==> src/rtl/zsdram_cmd_sequencer_if.sv <==
// -----------------------------------------------------------------------------
// zsdram_cmd_sequencer_if
//
// Groups both sides of the SDRAM command sequencer into one bundle.
//   User side (photon-counter data path):
//     wr_req/wr_addr/wr_data -> wr_ack
//     rd_req/rd_addr         -> rd_ack/rd_data
//     status: init_done, ref_overrun, timeout_err
//   Function side (SDRAM PHY command module):
//     oCall (one-hot), oAddr, oData -> iDone, iData
//
// Modports:
//   master : the sequencer itself (drives the calls and the user responses)
//   slave  : the environment (user logic plus function module)
// -----------------------------------------------------------------------------
interface zsdram_cmd_sequencer_if;
    // User side
    logic        wr_req;
    logic [23:0] wr_addr;
    logic [15:0] wr_data;
    logic        wr_ack;
    logic        rd_req;
    logic [23:0] rd_addr;
    logic        rd_ack;
    logic [15:0] rd_data;
    logic        init_done;
    logic        ref_overrun;
    logic        timeout_err;
    // Function side
    logic [3:0]  oCall;
    logic        iDone;
    logic [23:0] oAddr;
    logic [15:0] oData;
    logic [15:0] iData;

    modport master (
        input  wr_req, wr_addr, wr_data, rd_req, rd_addr, iDone, iData,
        output wr_ack, rd_ack, rd_data, init_done, ref_overrun, timeout_err,
               oCall, oAddr, oData
    );

    modport slave (
        output wr_req, wr_addr, wr_data, rd_req, rd_addr, iDone, iData,
        input  wr_ack, rd_ack, rd_data, init_done, ref_overrun, timeout_err,
               oCall, oAddr, oData
    );
endinterface

==> src/rtl/zsdram_cmd_sequencer.sv <==
// -----------------------------------------------------------------------------
// zsdram_cmd_sequencer
//
// Initiator-side sequencer for the SDRAM function module. After reset it
// issues the power-up initial call, then keeps a periodic refresh schedule
// and arbitrates user write/read requests into single-word calls.
//
// Ports:
//   clk  : system clock (133 MHz)
//   rst  : asynchronous, active-high reset
//   bus  : zsdram_cmd_sequencer_if.master
//          user side     wr_req/wr_addr/wr_data/wr_ack,
//                        rd_req/rd_addr/rd_ack/rd_data,
//                        init_done, ref_overrun (sticky), timeout_err (sticky)
//          function side oCall[3:0] = {write, read, refresh, initial},
//                        oAddr, oData, iDone, iData
//
// Parameters:
//   REFRESH_INTERVAL : clk cycles between refresh requests
//   DONE_TIMEOUT     : max cycles a call may stay outstanding
// -----------------------------------------------------------------------------
module zsdram_cmd_sequencer #(
    parameter logic [15:0] REFRESH_INTERVAL = 16'd1037,
    parameter logic [15:0] DONE_TIMEOUT     = 16'd20000
) (
    input  logic                         clk,
    input  logic                         rst,
    zsdram_cmd_sequencer_if.master       bus
);

    typedef enum logic [2:0] {
        S_INIT,
        S_IDLE,
        S_WRITE,
        S_READ,
        S_REFRESH,
        S_GAP
    } state_e;

    typedef enum logic {
        RR_WRITE,
        RR_READ
    } rr_e;

    localparam logic [3:0] CALL_NONE    = 4'b0000;
    localparam logic [3:0] CALL_INIT    = 4'b0001;
    localparam logic [3:0] CALL_REFRESH = 4'b0010;
    localparam logic [3:0] CALL_READ    = 4'b0100;
    localparam logic [3:0] CALL_WRITE   = 4'b1000;

    state_e      state_q, state_d;
    rr_e         rr_last_q, rr_last_d;
    logic [3:0]  call_q, call_d;
    logic [23:0] addr_q, addr_d;
    logic [15:0] data_q, data_d;
    logic [15:0] rd_data_q, rd_data_d;
    logic        wr_ack_q, wr_ack_d;
    logic        rd_ack_q, rd_ack_d;
    logic        init_done_q, init_done_d;
    logic        ref_overrun_q, ref_overrun_d;
    logic        timeout_err_q, timeout_err_d;
    logic        ref_pending_q, ref_pending_d;
    logic [15:0] ref_cnt_q, ref_cnt_d;
    logic [15:0] to_cnt_q, to_cnt_d;

    logic        done_seen;
    logic        call_expired;
    logic        ref_wrap;
    logic        ref_dispatch;
    logic        pick_write;

    // The function module holds done high out of reset, so done only counts
    // while one of our calls is actually on the bus.
    assign done_seen    = bus.iDone && (call_q != CALL_NONE);
    assign call_expired = (call_q != CALL_NONE) && (to_cnt_q == DONE_TIMEOUT - 16'd1);
    assign ref_wrap     = init_done_q && (ref_cnt_q == REFRESH_INTERVAL - 16'd1);

    // With both requests up, serve the type that did not complete last.
    assign pick_write   = bus.wr_req && (!bus.rd_req || (rr_last_q == RR_READ));

    // NOTE: every variable gets a default at the top of the block so no path
    // leaves it unassigned; that is what keeps this combinational and latch-free.
    always_comb begin
        state_d       = state_q;
        rr_last_d     = rr_last_q;
        call_d        = call_q;
        addr_d        = addr_q;
        data_d        = data_q;
        rd_data_d     = rd_data_q;
        wr_ack_d      = 1'b0;
        rd_ack_d      = 1'b0;
        init_done_d   = init_done_q;
        timeout_err_d = timeout_err_q;
        ref_dispatch  = 1'b0;
        // Per-call age: zero while idle, so it starts at 0 on the first call cycle.
        to_cnt_d      = (call_q != CALL_NONE) ? to_cnt_q + 16'd1 : 16'd0;
        ref_cnt_d     = ref_cnt_q;

        if (init_done_q) begin
            ref_cnt_d = ref_wrap ? 16'd0 : ref_cnt_q + 16'd1;
        end

        case (state_q)
            S_INIT: begin
                if (call_q == CALL_NONE) begin
                    call_d = CALL_INIT;
                end else if (done_seen) begin
                    call_d      = CALL_NONE;
                    init_done_d = 1'b1;
                    state_d     = S_GAP;
                end else if (call_expired) begin
                    call_d        = CALL_NONE;
                    timeout_err_d = 1'b1;
                    state_d       = S_GAP;
                end
            end

            S_IDLE: begin
                if (ref_pending_q) begin
                    call_d       = CALL_REFRESH;
                    ref_dispatch = 1'b1;
                    state_d      = S_REFRESH;
                end else if (pick_write) begin
                    call_d  = CALL_WRITE;
                    addr_d  = bus.wr_addr;
                    data_d  = bus.wr_data;
                    state_d = S_WRITE;
                end else if (bus.rd_req) begin
                    call_d  = CALL_READ;
                    addr_d  = bus.rd_addr;
                    state_d = S_READ;
                end
            end

            S_WRITE, S_READ, S_REFRESH: begin
                if (done_seen) begin
                    call_d  = CALL_NONE;
                    state_d = S_GAP;
                    if (state_q == S_WRITE) begin
                        wr_ack_d  = 1'b1;
                        rr_last_d = RR_WRITE;
                    end else if (state_q == S_READ) begin
                        rd_data_d = bus.iData;
                        rd_ack_d  = 1'b1;
                        rr_last_d = RR_READ;
                    end
                end else if (call_expired) begin
                    // No ack: the user request is still up and gets retried.
                    call_d        = CALL_NONE;
                    timeout_err_d = 1'b1;
                    state_d       = S_GAP;
                end
            end

            S_GAP: begin
                // One quiet cycle lets the function module return to step 0;
                // a timed-out initial call is re-issued from INIT.
                state_d = init_done_q ? S_IDLE : S_INIT;
            end

            default: begin
                state_d = S_INIT;
                call_d  = CALL_NONE;
            end
        endcase

        // A wrap in the same cycle as the refresh dispatch re-arms the request
        // instead of counting as an overrun.
        ref_pending_d = ref_pending_q;
        ref_overrun_d = ref_overrun_q;
        if (ref_dispatch) begin
            ref_pending_d = ref_wrap;
        end else if (ref_wrap) begin
            if (ref_pending_q) begin
                ref_overrun_d = 1'b1;
            end
            ref_pending_d = 1'b1;
        end
    end

    // NOTE: state registers use non-blocking assignments so every flop samples
    // the pre-edge values regardless of statement order.
    always_ff @(posedge clk or posedge rst) begin
        if (rst) begin
            state_q       <= S_INIT;
            rr_last_q     <= RR_READ;
            call_q        <= CALL_NONE;
            addr_q        <= '0;
            data_q        <= '0;
            rd_data_q     <= '0;
            wr_ack_q      <= 1'b0;
            rd_ack_q      <= 1'b0;
            init_done_q   <= 1'b0;
            ref_overrun_q <= 1'b0;
            timeout_err_q <= 1'b0;
            ref_pending_q <= 1'b0;
            ref_cnt_q     <= '0;
            to_cnt_q      <= '0;
        end else begin
            state_q       <= state_d;
            rr_last_q     <= rr_last_d;
            call_q        <= call_d;
            addr_q        <= addr_d;
            data_q        <= data_d;
            rd_data_q     <= rd_data_d;
            wr_ack_q      <= wr_ack_d;
            rd_ack_q      <= rd_ack_d;
            init_done_q   <= init_done_d;
            ref_overrun_q <= ref_overrun_d;
            timeout_err_q <= timeout_err_d;
            ref_pending_q <= ref_pending_d;
            ref_cnt_q     <= ref_cnt_d;
            to_cnt_q      <= to_cnt_d;
        end
    end

    assign bus.oCall       = call_q;
    assign bus.oAddr       = addr_q;
    assign bus.oData       = data_q;
    assign bus.wr_ack      = wr_ack_q;
    assign bus.rd_ack      = rd_ack_q;
    assign bus.rd_data     = rd_data_q;
    assign bus.init_done   = init_done_q;
    assign bus.ref_overrun = ref_overrun_q;
    assign bus.timeout_err = timeout_err_q;

endmodule
==> src/flat_wrapper.sv <==
// flat-port wrapper written by rule: the top's interface ports become plain ports
module zsdram_cmd_sequencer_flat 
#(
    parameter logic [15:0] REFRESH_INTERVAL = 16'd1037,
    parameter logic [15:0] DONE_TIMEOUT     = 16'd20000
)
  (clk, rst, bus_wr_req, bus_wr_addr, bus_wr_data, bus_rd_req, bus_rd_addr, bus_iDone, bus_iData, bus_wr_ack, bus_rd_ack, bus_rd_data, bus_init_done, bus_ref_overrun, bus_timeout_err, bus_oCall, bus_oAddr, bus_oData);
  zsdram_cmd_sequencer_if bus_i ();
  input  logic clk;
  input  logic rst;
  input wire logic [$bits(bus_i.wr_req)-1:0] bus_wr_req;
  input wire logic [$bits(bus_i.wr_addr)-1:0] bus_wr_addr;
  input wire logic [$bits(bus_i.wr_data)-1:0] bus_wr_data;
  input wire logic [$bits(bus_i.rd_req)-1:0] bus_rd_req;
  input wire logic [$bits(bus_i.rd_addr)-1:0] bus_rd_addr;
  input wire logic [$bits(bus_i.iDone)-1:0] bus_iDone;
  input wire logic [$bits(bus_i.iData)-1:0] bus_iData;
  output wire logic [$bits(bus_i.wr_ack)-1:0] bus_wr_ack;
  output wire logic [$bits(bus_i.rd_ack)-1:0] bus_rd_ack;
  output wire logic [$bits(bus_i.rd_data)-1:0] bus_rd_data;
  output wire logic [$bits(bus_i.init_done)-1:0] bus_init_done;
  output wire logic [$bits(bus_i.ref_overrun)-1:0] bus_ref_overrun;
  output wire logic [$bits(bus_i.timeout_err)-1:0] bus_timeout_err;
  output wire logic [$bits(bus_i.oCall)-1:0] bus_oCall;
  output wire logic [$bits(bus_i.oAddr)-1:0] bus_oAddr;
  output wire logic [$bits(bus_i.oData)-1:0] bus_oData;
  assign bus_i.wr_req = bus_wr_req;
  assign bus_i.wr_addr = bus_wr_addr;
  assign bus_i.wr_data = bus_wr_data;
  assign bus_i.rd_req = bus_rd_req;
  assign bus_i.rd_addr = bus_rd_addr;
  assign bus_i.iDone = bus_iDone;
  assign bus_i.iData = bus_iData;
  assign bus_wr_ack = bus_i.wr_ack;
  assign bus_rd_ack = bus_i.rd_ack;
  assign bus_rd_data = bus_i.rd_data;
  assign bus_init_done = bus_i.init_done;
  assign bus_ref_overrun = bus_i.ref_overrun;
  assign bus_timeout_err = bus_i.timeout_err;
  assign bus_oCall = bus_i.oCall;
  assign bus_oAddr = bus_i.oAddr;
  assign bus_oData = bus_i.oData;
  zsdram_cmd_sequencer #(.REFRESH_INTERVAL(REFRESH_INTERVAL), .DONE_TIMEOUT(DONE_TIMEOUT)) u_core (.clk(clk), .rst(rst), .bus(bus_i));
endmodule
==> config.mk <==
export PLATFORM = sky130hd
export DESIGN_NAME = zsdram_cmd_sequencer_flat
export DESIGN_NICKNAME = d
export VERILOG_FILES = /design/src/rtl/zsdram_cmd_sequencer_if.sv /design/src/rtl/zsdram_cmd_sequencer.sv /design/src/flat_wrapper.sv
export SDC_FILE = /design/constraint.sdc
export NUM_CORES = 1
export LEC_CHECK = 0
export ABC_AREA = 1
export CORE_MARGIN = 1
export CORE_UTILIZATION = 47
export CTS_CLUSTER_DIAMETER = 150
export DETAILED_ROUTE_END_ITERATION = 8
export PLACE_DENSITY = 0.83
export SYNTH_ARGS = -nofsm -noshare
export SYNTH_HDL_FRONTEND = slang
export SYNTH_SLANG_ARGS = --single-unit
export TNS_END_PERCENT = 30
==> constraint.sdc <==
create_clock -name clk -period 4.5 [get_ports clk]
set_input_delay 0.9 -clock clk [delete_from_list [all_inputs] [get_ports clk]]
set_output_delay 0.9 -clock clk [all_outputs]
set_load 0.005 [all_outputs]
==> results of run 1 <==
## metal layers
metal / GRT usage / share of wire / vias to the layer above
li1: - / - / 2031
met1: 0.286 / 0.43 / 1959
met2: 0.385 / 0.49 / 138
met3: 0.0458 / 0.067 / 9
met4: 0.0703 / 0.0093 / 0
met5: 0 / 0 / -
## sequential cells by signal, summed over array words and instances (netlist names)
register,count
u_core.ref_cnt_q,16
u_core.bus.rd_data,16
u_core.bus.init_done,1
u_core.bus.timeout_err,1
u_core.bus.oAddr,24
u_core.ref_pending_q,1
u_core.state_q,3
u_core.bus.rd_ack,1
u_core.bus.ref_overrun,1
u_core.bus.oCall,4
u_core.rr_last_q,1
u_core.bus.oData,16
u_core.to_cnt_q,16
u_core.bus.wr_ack,1
## worst paths after layout
path                       depth (start not counted)          startpoint  slack, ns              endpoint
max in group asynchronous                          3                 rst       2.61      u_core.rr_last_q
max                                                6          bus_rd_req       1.64  u_core.bus.oData[14]
max reg2reg                                        4    u_core.rr_last_q       2.37  u_core.bus.oData[14]
min reg2reg                                        1  u_core.to_cnt_q[0]       0.47    u_core.to_cnt_q[0]
min in group asynchronous                          2                 rst       1.02  u_core.bus.oData[12]
min                                                1  u_core.to_cnt_q[0]       0.47    u_core.to_cnt_q[0]
## cell usage in the layout, fill, tap and decap left out, types with 11 or more instances in the layout
cell type	netlist	layout
nand2_1	171	171
nor3_1	11	11
a31oi_1	25	25
nor2_1	68	68
clkdlybuf4s50_1	0	149
dfrtp_1	101	101
nand3_1	16	16
o21ai_0	14	14
a21oi_1	12	12
inv_1	41	40
## Yosys cell counts (all sizes together)
| cell type | count | area, sq um |
|---|---|---|
| a21oi | 12 | 60.1 |
| a22oi | 1 | 7.51 |
| a31oi | 25 | 156 |
| a41oi | 1 | 8.76 |
| and3 | 1 | 6.26 |
| buf | 10 | 85.1 |
| clkbuf | 5 | 18.8 |
| dfrtp | 101 | 2530 |
| dfstp | 1 | 26.3 |
| ha | 3 | 37.5 |
| inv | 49 | 184 |
| mux2 | 16 | 214 |
| nand2 | 175 | 672 |
| nand3 | 18 | 108 |
| nand3b | 1 | 7.51 |
| nand4 | 9 | 56.3 |
| nor2 | 70 | 282 |
| nor3 | 12 | 65.1 |
| nor3b | 1 | 7.51 |
| o21ai | 19 | 110 |
| o21bai | 2 | 15.0 |
| o22ai | 1 | 6.26 |
| o31ai | 1 | 7.51 |
| xnor2 | 1 | 8.76 |
| xor2 | 7 | 61.3 |
## kinds of logic (layout without fill, tap and decap cells)
family,after synthesis,after routing,synth area share
fa+ha+maj,3,3,0.00792
flops,102,102,0.539
buf+inv,64,214,0.0607
simple gates,287,287,0.254
mux,16,16,0.0452
xor+xnor,8,8,0.0148
compound gates,62,62,0.0784
## cell type report
type / instances / share of cell area
flip-flops and latches: 102 / 0.392
multi-input cells: 376 / 0.291
repair buffers: 151 / 0.231
inverters: 49 / 0.0286
well taps: 133 / 0.0255
clock buffers: 9 / 0.0190
clock inverters: 5 / 0.0129
## where the power goes
group	leakage, nW	switching [W]	internal [W]	total [W]
registers	1.28	0.000182	0.00119	0.00137
clock network	0.0978	0.000308	0.000309	0.000618
logic	1.60	0.000553	0.000746	0.00130
total	2.97	0.00104	0.00225	0.00329
## stage by stage
stage                     utilization  total power [W]  cells
after floorplan                     -          0.00201    542
after global placement          0.646          0.00265    811
after detailed placement        0.646          0.00269    811
after CTS                       0.667          0.00331    825
after global routing            0.667          0.00350    825
final                           0.667          0.00329    825
## worst reg2reg max path: cells and delay by family, from the launching register on
kind	cells	cell delay (ns)
buf+inv	1	0.36
flops	1	0.40
mux	1	0.38
simple gates	1	0.36
compound gates	1	0.54
==> out/summary.txt, run 1 <==
Hold Violations, Final: 0
RePlAce Congestion: 0.848
Total number of vias: 4137
Postcts setup bufs: 0
Fmax: 0.350 GHz
Final Slew Violations: 0
H-tree Lvls: 3
Status: completed
First-pass GRT wire length: 18200 microns
Synth-to-Final Area Change: 37.5%
Initial antenna violation count: 0
Cells after synthesis: 542
Leakage: 2.97 nW
Net count after synthesis: 630
Hold WC Path Type: reg2reg
Antenna-violating nets left: 0
Clk Latency, worst-skew pair: 0.36 ns
Total grt overflow: 0
Synth cell types: 40
Sequential area share after synthesis: 0.539
GRT Util Overall: 0.224
CTS clk-pin slew, worst paths: 0.10 ns
Clk sinks: 102
Post-Place Setup Slack: 1.26 ns
Slew HR: 0.492
Fin nets: 777
# rows: 36
Worst EP required: 4.75 ns
FF+latch area: 2550 sq um
Tcrit/Tclk final: 0.636
Placeable Area: 9770 sq um
DIE HEIGHT: 102 microns
Least-Margin Pin Slew: 0.762 ns
Bufs and invs on worst path: 3
Cts hold-fix bufs: 0
CP max stage delay: 0.54 ns
Largest net degree at the start of global routing: 64
Vias in the first global route: 3983
Max Cap Viol: 0
Bufs on Longest Clock Path: 2
Yosys reg bits: 102
Post-synthesis cell area: 4740 sq um
IO Pins: 150
Die X: 102 microns
CTS buffer count: 9
Min Tclk post-route: 2.86 ns
Resize count post-CTS: 0
Syn_area_per_cell: 8.74 sq um
Starting DRT DRC Count: 271
CTS tree: built
DR pass1 iterations: 4
CTS Root Cell: clkbuf_8
Worst Path Arrival: 3.11 ns
Critical Path Source Type: input pin
Crit-path cells: clkdlybuf4s50_1, inv_2, o21ai_4, inv_2, nand2_4, mux2_2
Slowest-stage cell, CP: clkdlybuf4s50_1
CP Capture Type: flip-flop
Family with the most delay on the worst path: buffers and inverters
Setup violations, final: 0
Cell Area, Placed: 6310 sq um
Initial Util: 0.485
VDD IR max: 302 uV
Fin area: 6520 sq um
WS Path Type: in2reg
Fraction of layout cells with a size suffix above 1: 0.0766
Multi-input gate area: 1900 sq um
TNS Setup: 0 ns
Via density: 5.01
Antenna diode count: 0
Unrepaired setup endpoints after global routing: no
Post-DP HPWL: 8210 microns
Setup ws final: 1.64 ns
Crit-path max FO: 26
Filler Cell Count: 767
Most Frequent Cell on Critical Path: inv_2
PortBufs: 149
PwrDens: 505 nW/um^2
Drt drc: 0
Hold slack: 0.465 ns
Yosys warnings: 0
Clk_skew: 0.0177 ns
Die area: 10500 sq um
Avg WL per Cell: 13.6 microns
Final wirelength: 11200 microns
Note: power is estimated with default switching activity, not from simulation.
==> run 2: changes to the inputs <==
--- a/config.mk
+++ b/config.mk
@@ -7,10 +7,10 @@
 export LEC_CHECK = 0
 export ABC_AREA = 1
 export CORE_MARGIN = 1
-export CORE_UTILIZATION = 47
+export CORE_UTILIZATION = 42
 export CTS_CLUSTER_DIAMETER = 150
 export DETAILED_ROUTE_END_ITERATION = 8
-export PLACE_DENSITY = 0.83
+export PLACE_DENSITY = 0.78
 export SYNTH_ARGS = -nofsm -noshare
 export SYNTH_HDL_FRONTEND = slang
 export SYNTH_SLANG_ARGS = --single-unit
==> constraint.sdc (replaced) <==
create_clock -name clk -period 2.4 [get_ports clk]
set_input_delay 0.48 -clock clk [delete_from_list [all_inputs] [get_ports clk]]
set_output_delay 0.48 -clock clk [all_outputs]
set_load 0.005 [all_outputs]
==> run 2 against run 1 <==
Worst setup slack got worse by 1.2 ns. Sequential power rose by 88%. Die area increased by 12%. Combinational power grew 93%. Total power grew 98%. Hold slack gained 0.0051 ns.
==> out/summary.txt, run 2 (synthesis results as in run 1) <==
Min-Delay Startpoint: u_core.to_cnt_q[0]
Sw Ratio: 0.311 (-0.00621)
Comb pwr share: 0.386 (-0.009)
Crit-path max FO: 12 (-54%)
Crit-path cells: clkdlybuf4s50_1
Placeable Area: 10900 sq um (+12%)
Avg WL per Cell: 14.0 microns (+3.0%)
Drt drc: 0 (unchanged)
Worst EP required: 1.92 ns (-2.83 ns)
DIE HEIGHT: 108 microns (+5.7%)
Setup ws final: 0.412 ns (-1.23 ns)
Die area: 11700 sq um (+12%)
Bufs on Longest Clock Path: 2 (unchanged)
H-tree Lvls: 3 (unchanged)
Bufs and invs on worst path: 1 (-2)
CP max stage delay: 0.59 ns (+0.05 ns)
Starting DRT DRC Count: 285 (+5.2%)
CTS buffer count: 9 (unchanged)
Final Slew Violations: 0 (unchanged)
Total grt overflow: 0 (unchanged)
VDD IR max: 600 uV (+99%)
Commonest non-fill, non-tap cell in the layout: nand2_1
Via density: 4.99 (-0.48%)
Hold Violations, Final: 0 (unchanged)
Reg2reg setup slack: 0.75 ns (-1.62 ns)
GRT Util Overall: 0.215 (-0.00920)
Initial Util: 0.433 (-0.0515)
PwrDens: 978 nW/um^2 (+94%)
TNS Setup: 0 ns (unchanged)
Tcrit/Tclk final: 0.828
Slew HR: 0.644 (+0.152)
Final Util: 0.608 (-0.0587)
Final wirelength: 11700 microns (+4.3%)
Vias in the first global route: 4131 (+3.7%)
Total number of vias: 4172 (+0.85%)
IO Pins: 150 (unchanged)
Critical Path Source Type: flip-flop
CTS clk-pin slew, worst paths: 0.06 ns (-0.04 ns)
Worst Path Arrival: 1.51 ns (-1.60 ns)
Clk Latency, worst-skew pair: 0.35 ns (about the same)
Unrepaired setup endpoints after global routing: no
PortBufs: 149 (unchanged)
Leakage: 3.03 nW (+1.8%)
Clk sinks: 102 (unchanged)
Hold slack: 0.470 ns (+0.00505 ns)
Initial antenna violation count: 0 (unchanged)
Fraction of layout cells with a size suffix above 1: 0.0776 (+0.000997)
Status: completed
# rows: 38 (+5.6%)
Critical R2R Launch: u_core.to_cnt_q[0]
DR pass1 iterations: 5 (+1)
Fin nets: 780 (+0.39%)
Clk_skew: 0.00425 ns (-0.0135 ns)
Hold WC Path Type: reg2reg
Family with the most delay on the worst path: buffers and inverters
Post-DP HPWL: 8510 microns (+3.8%)
Max reg flops: 24 (unchanged)
Antenna diode count: 0 (unchanged)
Slowest-stage cell, CP: clkdlybuf4s50_1
Antenna-violating nets left: 0 (unchanged)
Clock share of power: 0.219 (+0.031)
Largest net degree at the start of global routing: 103 (+61%)
Die X: 108 microns (+5.7%)
RePlAce Congestion: 0.842 (-0.71%)
Switching pwr: 0.00202 W (+94%)
Reg power frac: 0.395 (-0.023)
Postcts setup bufs: 0 (unchanged)
Setup violations, final: 0 (unchanged)
Fmax: 0.503 GHz
Resize count post-CTS: 0 (unchanged)
CTS tree: built
CP Capture Type: output port
WS Path Type: reg2out
First-pass GRT wire length: 19400 microns (+6.7%)
Most used cells in the layout excluding fill and tap cells: 171 x nand2_1, 149 x clkdlybuf4s50_1, 101 x dfrtp_1
Least-Margin Pin Slew: 0.534 ns (-0.228 ns)
Critical path origin: u_core.bus.init_done
Cts hold-fix bufs: 0 (unchanged)
Min Tclk post-route: 1.99 ns
Internal power: 0.00448 W (+99%)
Post-Place Setup Slack: 0.372 ns (-0.885 ns)
Synth-to-Final Area Change: 40.3%
Max Cap Viol: 0 (unchanged)
CTS Root Cell: clkbuf_16
-- run 2: layout make-up --
| cell class | instances | area [sq um] |
|---|---|---|
| clock buffer | 12 | 236 |
| clock inverter | 3 | 46.3 |
| fill | 969 | 4290 |
| inverter | 49 | 188 |
| multi-input combinational | 376 | 1900 |
| sequential | 102 | 2550 |
| tap | 140 | 175 |
| timing repair buffer | 154 | 1550 |
-- run 2: power by group through the flow --
stage	combinational (W)	clock [W]	sequential (W)
final	0.00251	0.00143	0.00257
after floorplan	0.00120	0	0.00257
after global routing	0.00277	0.00153	0.00263
after detailed placement	0.00254	0	0.00258
after CTS	0.00254	0.00146	0.00257
after global placement	0.00247	0	0.00257
-- run 2: final timing paths --
kind	to	cells after the start
max in group asynchronous	u_core.bus.oAddr[1]	3
worst max register to register	u_core.to_cnt_q[12]	6
worst min register to register	u_core.to_cnt_q[0]	1
worst max-delay path	bus_init_done	1
worst min-delay path	u_core.to_cnt_q[0]	1
min in group asynchronous	u_core.bus.oData[10]	3
-- run 2: routing by layer --
layer	share of wire	GRT usage	vias up	wire [microns]
met5	0	0	-	0
met4	0.015	0.0705	0	177
met3	0.070	0.0693	16	820
met2	0.51	0.368	160	5920
met1	0.41	0.255	1956	4770
li1	-	-	2040	-
-- run 2: stage by stage --
step	power (W)	std cells	area (sq um)
2_1_floorplan	0.00377	542	4740
3_3_place_gp	0.00504	821	6370
3_5_place_dp	0.00512	821	6370
4_1_cts	0.00657	836	6650
5_1_grt	0.00694	836	6650
6_report	0.00650	836	6650
